--- src/rtl/demux1to16_seq_pkg.sv ---
// demux_pkg: shared constants and state encoding for the 1-to-16 registered
// demultiplexer/deserializer.
//   N_DEF / SEL_W_DEF : default word width and select/pointer width
//   state_t           : FSM encoding (FILL accepting bits, HOLD word complete)
//   ALL_ONES          : completed-frame mask at the default width
package demux_pkg;

    localparam int N_DEF     = 16;
    localparam int SEL_W_DEF = 4;

    typedef enum logic {
        FILL = 1'b0,
        HOLD = 1'b1
    } state_t;

    localparam logic [N_DEF-1:0] ALL_ONES = '1;

endpackage

--- src/rtl/demux1to16_seq_if.sv ---
// demux1to16_seq_if: bus between the bit-stream producer/word consumer
// (master) and the demultiplexer (slave).
//   master drives : mode, sel, d, d_valid, clear, frame_ack
//   slave drives  : d_ready, y, written, ptr, frame_done
interface demux1to16_seq_if
    import demux_pkg::*;
#(
    parameter int N     = N_DEF,
    parameter int SEL_W = SEL_W_DEF
);

    logic             mode;
    logic [SEL_W-1:0] sel;
    logic             d;
    logic             d_valid;
    logic             d_ready;
    logic             clear;
    logic             frame_ack;
    logic [N-1:0]     y;
    logic [N-1:0]     written;
    logic [SEL_W-1:0] ptr;
    logic             frame_done;

    modport master (
        output mode, sel, d, d_valid, clear, frame_ack,
        input  d_ready, y, written, ptr, frame_done
    );

    modport slave (
        input  mode, sel, d, d_valid, clear, frame_ack,
        output d_ready, y, written, ptr, frame_done
    );

endinterface

--- src/rtl/demux1to16_seq_dec.sv ---
// demux1to16_dec: SEL_W-to-N one-hot decoder with enable.
//   en  : in,  produce a write enable this cycle
//   idx : in,  bit index to enable
//   we  : out, one-hot when en=1, all zero otherwise
module demux1to16_dec
    import demux_pkg::*;
#(
    parameter int N     = N_DEF,
    parameter int SEL_W = SEL_W_DEF
) (
    input  logic             en,
    input  logic [SEL_W-1:0] idx,
    output logic [N-1:0]     we
);

    always_comb begin
        we = '0;
        if (en) begin
            we[idx] = 1'b1;
        end
    end

endmodule

--- src/rtl/demux1to16_seq.sv ---
// demux1to16_seq: registered 1-to-N demultiplexer. Bits arriving on bus.d are
// routed into y either at an auto-incrementing pointer (mode=1) or at bus.sel
// (mode=0). Once every position has been written the word is held until
// frame_ack.
//   clk : in, rising-edge clock
//   rst : in, synchronous active-high reset
//   bus : slave side of demux1to16_seq_if
//
// state | meaning
// FILL  | accepting bits, written mask not yet full
// HOLD  | complete word held on y, waiting for frame_ack
module demux1to16_seq
    import demux_pkg::*;
#(
    parameter int N     = N_DEF,   // power of two, >= 2
    parameter int SEL_W = SEL_W_DEF // log2(N)
) (
    input  logic            clk,
    input  logic            rst,
    demux1to16_seq_if.slave bus
);

    localparam logic [N-1:0] FULL = {N{1'b1}};

    state_t           state_q, state_d;
    logic [N-1:0]     y_q, y_d;
    logic [N-1:0]     written_q, written_d;
    logic [SEL_W-1:0] ptr_q, ptr_d;
    logic             mode_r_q, mode_r_d;

    logic             frame_start;
    logic             mode_eff;
    logic             d_ready;
    logic             accept;
    logic [SEL_W-1:0] tgt;
    logic [N-1:0]     we;

    // At frame start the mode latch is transparent, so the first bit of a
    // frame already follows the incoming mode.
    assign frame_start = (written_q == '0);
    assign mode_eff    = frame_start ? bus.mode : mode_r_q;
    assign d_ready     = (state_q == FILL) && !bus.clear && !rst;
    assign accept      = bus.d_valid && d_ready;
    assign tgt         = mode_eff ? ptr_q : bus.sel;

    demux1to16_dec #(
        .N     (N),
        .SEL_W (SEL_W)
    ) u_dec (
        .en  (accept),
        .idx (tgt),
        .we  (we)
    );

    always_comb begin
        state_d   = state_q;
        y_d       = (y_q & ~we) | ({N{bus.d}} & we);
        written_d = written_q | we;
        ptr_d     = ptr_q;
        mode_r_d  = frame_start ? bus.mode : mode_r_q;

        // Pointer is SEL_W wide, so the increment wraps modulo N.
        if (accept && mode_eff) begin
            ptr_d = ptr_q + 1'b1;
        end
        if (accept && (written_d == FULL)) begin
            state_d = HOLD;
        end

        // clear beats frame_ack; an accept cannot coincide with clear.
        if (bus.clear) begin
            written_d = '0;
            ptr_d     = '0;
            state_d   = FILL;
        end else if ((state_q == HOLD) && bus.frame_ack) begin
            written_d = '0;
            ptr_d     = '0;
            state_d   = FILL;
        end
    end

    always_ff @(posedge clk) begin
        if (rst) begin
            state_q   <= FILL;
            y_q       <= '0;
            written_q <= '0;
            ptr_q     <= '0;
            mode_r_q  <= 1'b0;
        end else begin
            state_q   <= state_d;
            y_q       <= y_d;
            written_q <= written_d;
            ptr_q     <= ptr_d;
            mode_r_q  <= mode_r_d;
        end
    end

    assign bus.d_ready    = d_ready;
    assign bus.y          = y_q;
    assign bus.written    = written_q;
    assign bus.ptr        = ptr_q;
    assign bus.frame_done = (state_q == HOLD);

endmodule

--- src/flat_wrapper.sv ---
// flat-port wrapper written by rule: the top's interface ports become plain ports
module demux1to16_seq_flat import demux_pkg::*;
#(
    parameter int N     = N_DEF,                        
    parameter int SEL_W = SEL_W_DEF           
)
  (clk, rst, bus_mode, bus_sel, bus_d, bus_d_valid, bus_clear, bus_frame_ack, bus_d_ready, bus_y, bus_written, bus_ptr, bus_frame_done);
  demux1to16_seq_if #(.N(N), .SEL_W(SEL_W)) bus_i ();
  input  logic clk;
  input  logic rst;
  input wire logic [$bits(bus_i.mode)-1:0] bus_mode;
  input wire logic [$bits(bus_i.sel)-1:0] bus_sel;
  input wire logic [$bits(bus_i.d)-1:0] bus_d;
  input wire logic [$bits(bus_i.d_valid)-1:0] bus_d_valid;
  input wire logic [$bits(bus_i.clear)-1:0] bus_clear;
  input wire logic [$bits(bus_i.frame_ack)-1:0] bus_frame_ack;
  output wire logic [$bits(bus_i.d_ready)-1:0] bus_d_ready;
  output wire logic [$bits(bus_i.y)-1:0] bus_y;
  output wire logic [$bits(bus_i.written)-1:0] bus_written;
  output wire logic [$bits(bus_i.ptr)-1:0] bus_ptr;
  output wire logic [$bits(bus_i.frame_done)-1:0] bus_frame_done;
  assign bus_i.mode = bus_mode;
  assign bus_i.sel = bus_sel;
  assign bus_i.d = bus_d;
  assign bus_i.d_valid = bus_d_valid;
  assign bus_i.clear = bus_clear;
  assign bus_i.frame_ack = bus_frame_ack;
  assign bus_d_ready = bus_i.d_ready;
  assign bus_y = bus_i.y;
  assign bus_written = bus_i.written;
  assign bus_ptr = bus_i.ptr;
  assign bus_frame_done = bus_i.frame_done;
  demux1to16_seq #(.N(N), .SEL_W(SEL_W)) u_core (.clk(clk), .rst(rst), .bus(bus_i));
endmodule
--- config.mk ---
export PLATFORM = sky130hd
export DESIGN_NAME = demux1to16_seq_flat
export DESIGN_NICKNAME = d
export VERILOG_FILES = /design/src/rtl/demux1to16_seq_pkg.sv /design/src/rtl/demux1to16_seq_if.sv /design/src/rtl/demux1to16_seq_dec.sv /design/src/rtl/demux1to16_seq.sv /design/src/flat_wrapper.sv
export SDC_FILE = /design/constraint.sdc
export NUM_CORES = 1
export LEC_CHECK = 0
export ABC_AREA = 1
export CAP_MARGIN = 40
export CORE_ASPECT_RATIO = 1.4
export CORE_UTILIZATION = 51
export DETAILED_ROUTE_END_ITERATION = 8
export PLACE_DENSITY_LB_ADDON = 0.12
export SLEW_MARGIN = 20
export SYNTH_ARGS = -nofsm -noshare
export SYNTH_HDL_FRONTEND = slang
export SYNTH_SLANG_ARGS = --single-unit
--- constraint.sdc ---
create_clock -name clk -period 3.84 [get_ports clk]
set_clock_uncertainty 0.15 [all_clocks]
set_input_delay 0.768 -clock clk [delete_from_list [all_inputs] [get_ports clk]]
set_output_delay 0.768 -clock clk [all_outputs]
set_load 0.03 [all_outputs]
; ---- Word level (Yosys, flattened, before mapping)
; Cells that the tools add are included.
[totals]
regBits = 38
wordCells = 31
[classes]
n_bitwise = 6
order_cmp = 2
reduce_logical = 11
n_mux = 5
n_eq_ne = 1
n_addsub = 1
[ops]
columns = cell, n
row1 = 16-bit AND, 2
row2 = 16-bit bitwise OR, 2
row3 = 16-bit == test (second input constant), 1
row4 = 16-bit zero test, 1
row5 = 16-bit two-way mux, 1
row6 = 16-bit NOT, 1
row7 = 1-bit logical AND, 7
row8 = 4-bit by 5-bit less-than comparator with 1-bit output (second input constant), 1
row9 = 4-bit by 1-bit adder with 4-bit output (second input constant), 1
row10 = 1-bit demux with 4-bit select, 1
row11 = 4-bit by 1-bit >= comparator with 1-bit output (second input constant), 1
row12 = 4-bit two-way mux, 1
row13 = 3-bit OR reduction, 1
row14 = 1-bit zero test, 2
row15 = 1-bit two-way mux, 2
row16 = 1-bit NOT, 1

; ---- Longest topological paths before layout
[logic_depth]
ltp_word = 11
ltp_mapped = 18
depth_no_buf = 18

; ---- By module
; A second synthesis with hierarchy kept.
[unflattened]
hier_cells = 230
hier_area_um2 = 1649.1
[modules_own_cells]
columns = module, cells_per_inst, n_inst, area_per_inst_um2
row1 = demux1to16_seq, 198, 1, 1522.7
row2 = demux1to16_dec, 32, 1, 126.4

; ---- Worst setup path after synthesis
; OpenSTA, ideal clock, no wires.
[synth_timing]
path_type = input port to flip-flop
from = in rst
to = reg u_core.state_q (netlist: u_core.bus.frame_done)
path_slack_ns = 1.180
cell_stages = 16
arrival_time_ns = 2.440
cell_sequence = buf_2 -> nor2_2 -> nand2_1 -> inv_1 -> nand2_1 -> clkinv_2 -> nand3_4 -> nor2_4 -> nand2_2 -> nand2_1 -> nand2_1 -> nor2_1 -> nand2_1 -> nor2_1 -> nand2_1 -> a21oi_2
[synth_via]
elab_chain_cells = 7
elab_cells_between_ends = 8
[synth_rtl]
columns = element, line
row1 = start: declaration, flat_wrapper.sv:10  ; input logic rst;
row2 = 1-bit zero test (*), demux1to16_seq.sv:42  ; assign d_ready = (state_q == FILL) && !bus.clear && !rst;
row3 = 1-bit logical AND (*), demux1to16_seq.sv:42
row4 = named net bus_d_ready, flat_wrapper.sv:17  ; output wire logic [$bits(bus_i.d_ready)-1:0] bus_d_ready;
row5 = 1-bit logical AND (*), demux1to16_seq.sv:43  ; assign accept = bus.d_valid && d_ready;
row6 = 16-bit two-way mux, demux1to16_seq_dec.sv:18  ; if (en) begin
row7 = 16-bit bitwise OR, demux1to16_seq.sv:58  ; written_d = written_q | we;
row8 = 16-bit == test, demux1to16_seq.sv:66  ; if (accept && (written_d == FULL)) begin
row9 = 1-bit logical AND (*), demux1to16_seq.sv:66
row10 = end signal: assignment, demux1to16_seq.sv:90  ; state_q <= state_d;
row11 = end: declaration, demux1to16_seq.sv:25  ; state_t state_q, state_d;
; Mark *: on every way through the listed nets, which the timed path passes. The rest lies on a longest branch.
; A chain may end at the register's enable or synchronous reset.

; ---- Worst setup path in the final report
[layout_timing]
from = in rst
to = out bus_d_ready
[layout_via]
elab_chain_cells = 2
[layout_rtl]
columns = element, line
row1 = 1-bit zero test, demux1to16_seq.sv:42
row2 = 1-bit logical AND, demux1to16_seq.sv:42
row3 = end: declaration, flat_wrapper.sv:17
; No other way between the ends.

==> results.ini <==
[clock_tree]
cts-root-buf = clkbuf_8
cts_tree = done
hold_buffers = 0
clk_pin_slew_worst_paths_ns = 0.07
cts_buffers = 5
htreeDepth = 2
insertion_delay_ns = 0.29
cts.repair.resized = 0
post-cts-setup-buffers = 0
clock_sink_count = 38
clockBufferDepth = 2

[floorplan]
die_h_um = 76.5
start_util_pct = 54.5
rows = 26
core_area_mm2 = 0.00371
io_pins = 49
die_width_um = 55.2
die_area_mm2 = 0.00422

[logic_synthesis]
synth_top_area_share_pct = 37.6
synth_nets = 278
synth.distinct_cells = 29
synth-edff-count = 0
yosys-top-cells-area = dfxtp_1 38%, nand2_1 8.2%, a21oi_1 6.9%
yosysMostFrequentCell = nand2_1
synth_common_cells = 44 x nand2_1, 38 x dfxtp_1, 30 x inv_1
syn_area_mm2 = 0.00202
synthFlopType = dfxtp_1
ys_warn_count = 0
ys_seq_area_share_pct = 37.6
syn_inst = 266
synth_top_area_cell = dfxtp_1
avgSynthCellArea_um2 = 7.60
synth-seq-cells = 38
synth-async-reset-ratio_pct = 0

[setup_path]
r2r_setup_slack_ns = 1.57
cp_max_fo = 2
startpoint = rst
r2r_cells = 17
cp-start-kind = primary input
r2r_start = u_core.bus.written[10]
endpoint_kind = output port
cp.required_ns = 2.92
r2r_end = u_core.bus.frame_done
cp.arrival_ns = 2.10
path_class = in -> out

[placed_design]
dpl.hpwl_um = 3660
detailedPlace.worstSlack_ns = 0.826
portBuffers = 48
placed_cells = 353
placed_cell_area_mm2 = 0.00255
gp_congestion = 0.832

[sta]
finalMaxSlewViolations = 0
min_period_ns = 3.02
finalCritPeriodShare_pct = 78.5
finalSetupViolations = 0
hold_viol_final = 0
fin_ws_ns = 0.825
max_slew_margin_pct = 56.4
max_freq_mhz = 332
tightest_slew_ns = 0.652
rsz0062_at_grt = false
fin_setup_tns_ns = 0

[cells_and_area]
nNetsFinal = 330
n_antenna_cell = 0
final_area_mm2 = 0.00266
layout-drive-gt1-share_pct = 18.2
area_growth_pct = 31.4
fin_cells = 361
n_fill_cell = 318

[drt]
drt_first_pass_iters = 4
via_per_inst = 5.12
via_count = 1847
route.detailed.drc = 0
routed_wl_um = 4820
routedWlPerCell_um = 13.4
drt_iter0_markers = 66
drtAntennaViolNets = 0

[global_routing]
grt_overflow = 0
grt_pass1_vias = 1830
grt_pass1_wl_um = 8230
grt_usage_pct = 24.6
grt_max_degree = 20
antenna_found_initial = 0

[power]
p_leak_nw = 1.08
p_clk_share_pct = 38.8
switching_share_pct = 26.7
p_total_mw = 0.859
ir_drop_v = 0.000341
power.internal_mw = 0.630
power_frac_seq_pct = 46.4
powerDensity_mw_per_mm2 = 323
combinationalPowerShare_pct = 14.8
power_switching_mw = 0.229

[status]
status = finished clean

[worst_hold_path]
hold_depth = 2
hold_path_class = reg -> reg

[run]
drv_cap = 0

critical path, stage by stage:
cell,delay [ns]
clkdlybuf4s50_1,0.43
nor2_2,0.10
nand2_1,0.06
inv_1,0.07
clkdlybuf4s50_1,0.66
layout make-up:
| cell class | count | area [µm²] | share of cell area (%) |
|---|---|---|---|
| Timing Repair Buffer | 50 | 495 | 18.6 |
| Sequential cell | 38 | 761 | 28.6 |
| Clock inverter | 3 | 40.0 | 1.51 |
| Clock buffer | 5 | 68.8 | 2.59 |
| Multi-Input combinational cell | 187 | 1100 | 41.5 |
| Tap cell | 42 | 52.6 | 1.98 |
| Inverter | 36 | 136 | 5.13 |
layout by cell type, fill, tap and decap left out:
master and n:
inv_1 30, clkinv_2 3, nor3b_1 1, o21ai_1 1, a21oi_2 1, o21bai_1 1, inv_2 4, nor2_2 5
ha_1 1, a21oi_1 28, clkdlybuf4s50_1 48, nor3_1 7, nor2_8 2, o21bai_2 1, buf_4 2, dfxtp_1 38
clkbuf_8 5, nand2_1 44, nand4_1 3, clkinv_1 1, o21ai_0 7, mux2i_1 1, nor2_1 27, nand3_1 23
nand3_4 2, bufinv_16 1, nand2_2 12, nand3_2 2, nor2_4 6, nand2_8 3, nand2_4 9
through the flow:
step	utilization, %	hold WS, ns
global route	71.7	0.336
detailed placement	68.7	0.305
global placement	68.7	0.304
floorplan	-	0.435
finish	71.7	0.316
CTS	71.7	0.319
how the worst max path moves through the flow:
| stage | end | slack (ns) | cells past startpoint |
|---|---|---|---|
| final | bus_d_ready | 0.82 | 5 |
| after global routing | bus_d_ready | 0.77 | 5 |
| after CTS | bus_d_ready | 0.82 | 5 |
| after detailed placement | bus_d_ready | 0.83 | 5 |
| after global placement | bus_d_ready | 0.85 | 5 |
| after floorplan | u_core.bus.frame_done | 1.18 | 16 |
power by group through the flow:
stage	Combinational (mW)	Sequential, mW	Clock, mW
floorplan	0.0888	0.412	0
global placement	0.126	0.408	0
detailed placement	0.127	0.408	0
CTS	0.128	0.399	0.332
global route	0.139	0.399	0.357
finish	0.127	0.399	0.333
layer usage:
| metal | up-vias | track usage (%) | share of wire (%) | wire (µm) |
|---|---|---|---|---|
| met5 | - | 0 | 0 | 0 |
| met4 | 0 | 10.3 | 2.5 | 121 |
| met3 | 10 | 4.75 | 3.5 | 171 |
| met2 | 35 | 44.7 | 53 | 2540 |
| met1 | 849 | 27.4 | 41 | 2000 |
| li1 | 953 | - | - | - |
cell families after synthesis:
logic type | after synthesis | synth area share [%]
muxes | 1 | 0.495
AOI/OAI and AO/OA | 39 | 10.3
adders and majority gates | 1 | 0.619
buffers and inverters | 41 | 7.80
DFF | 38 | 37.6
and+or+nand+nor | 146 | 43.2
Power figures use the tool's default switching activity.
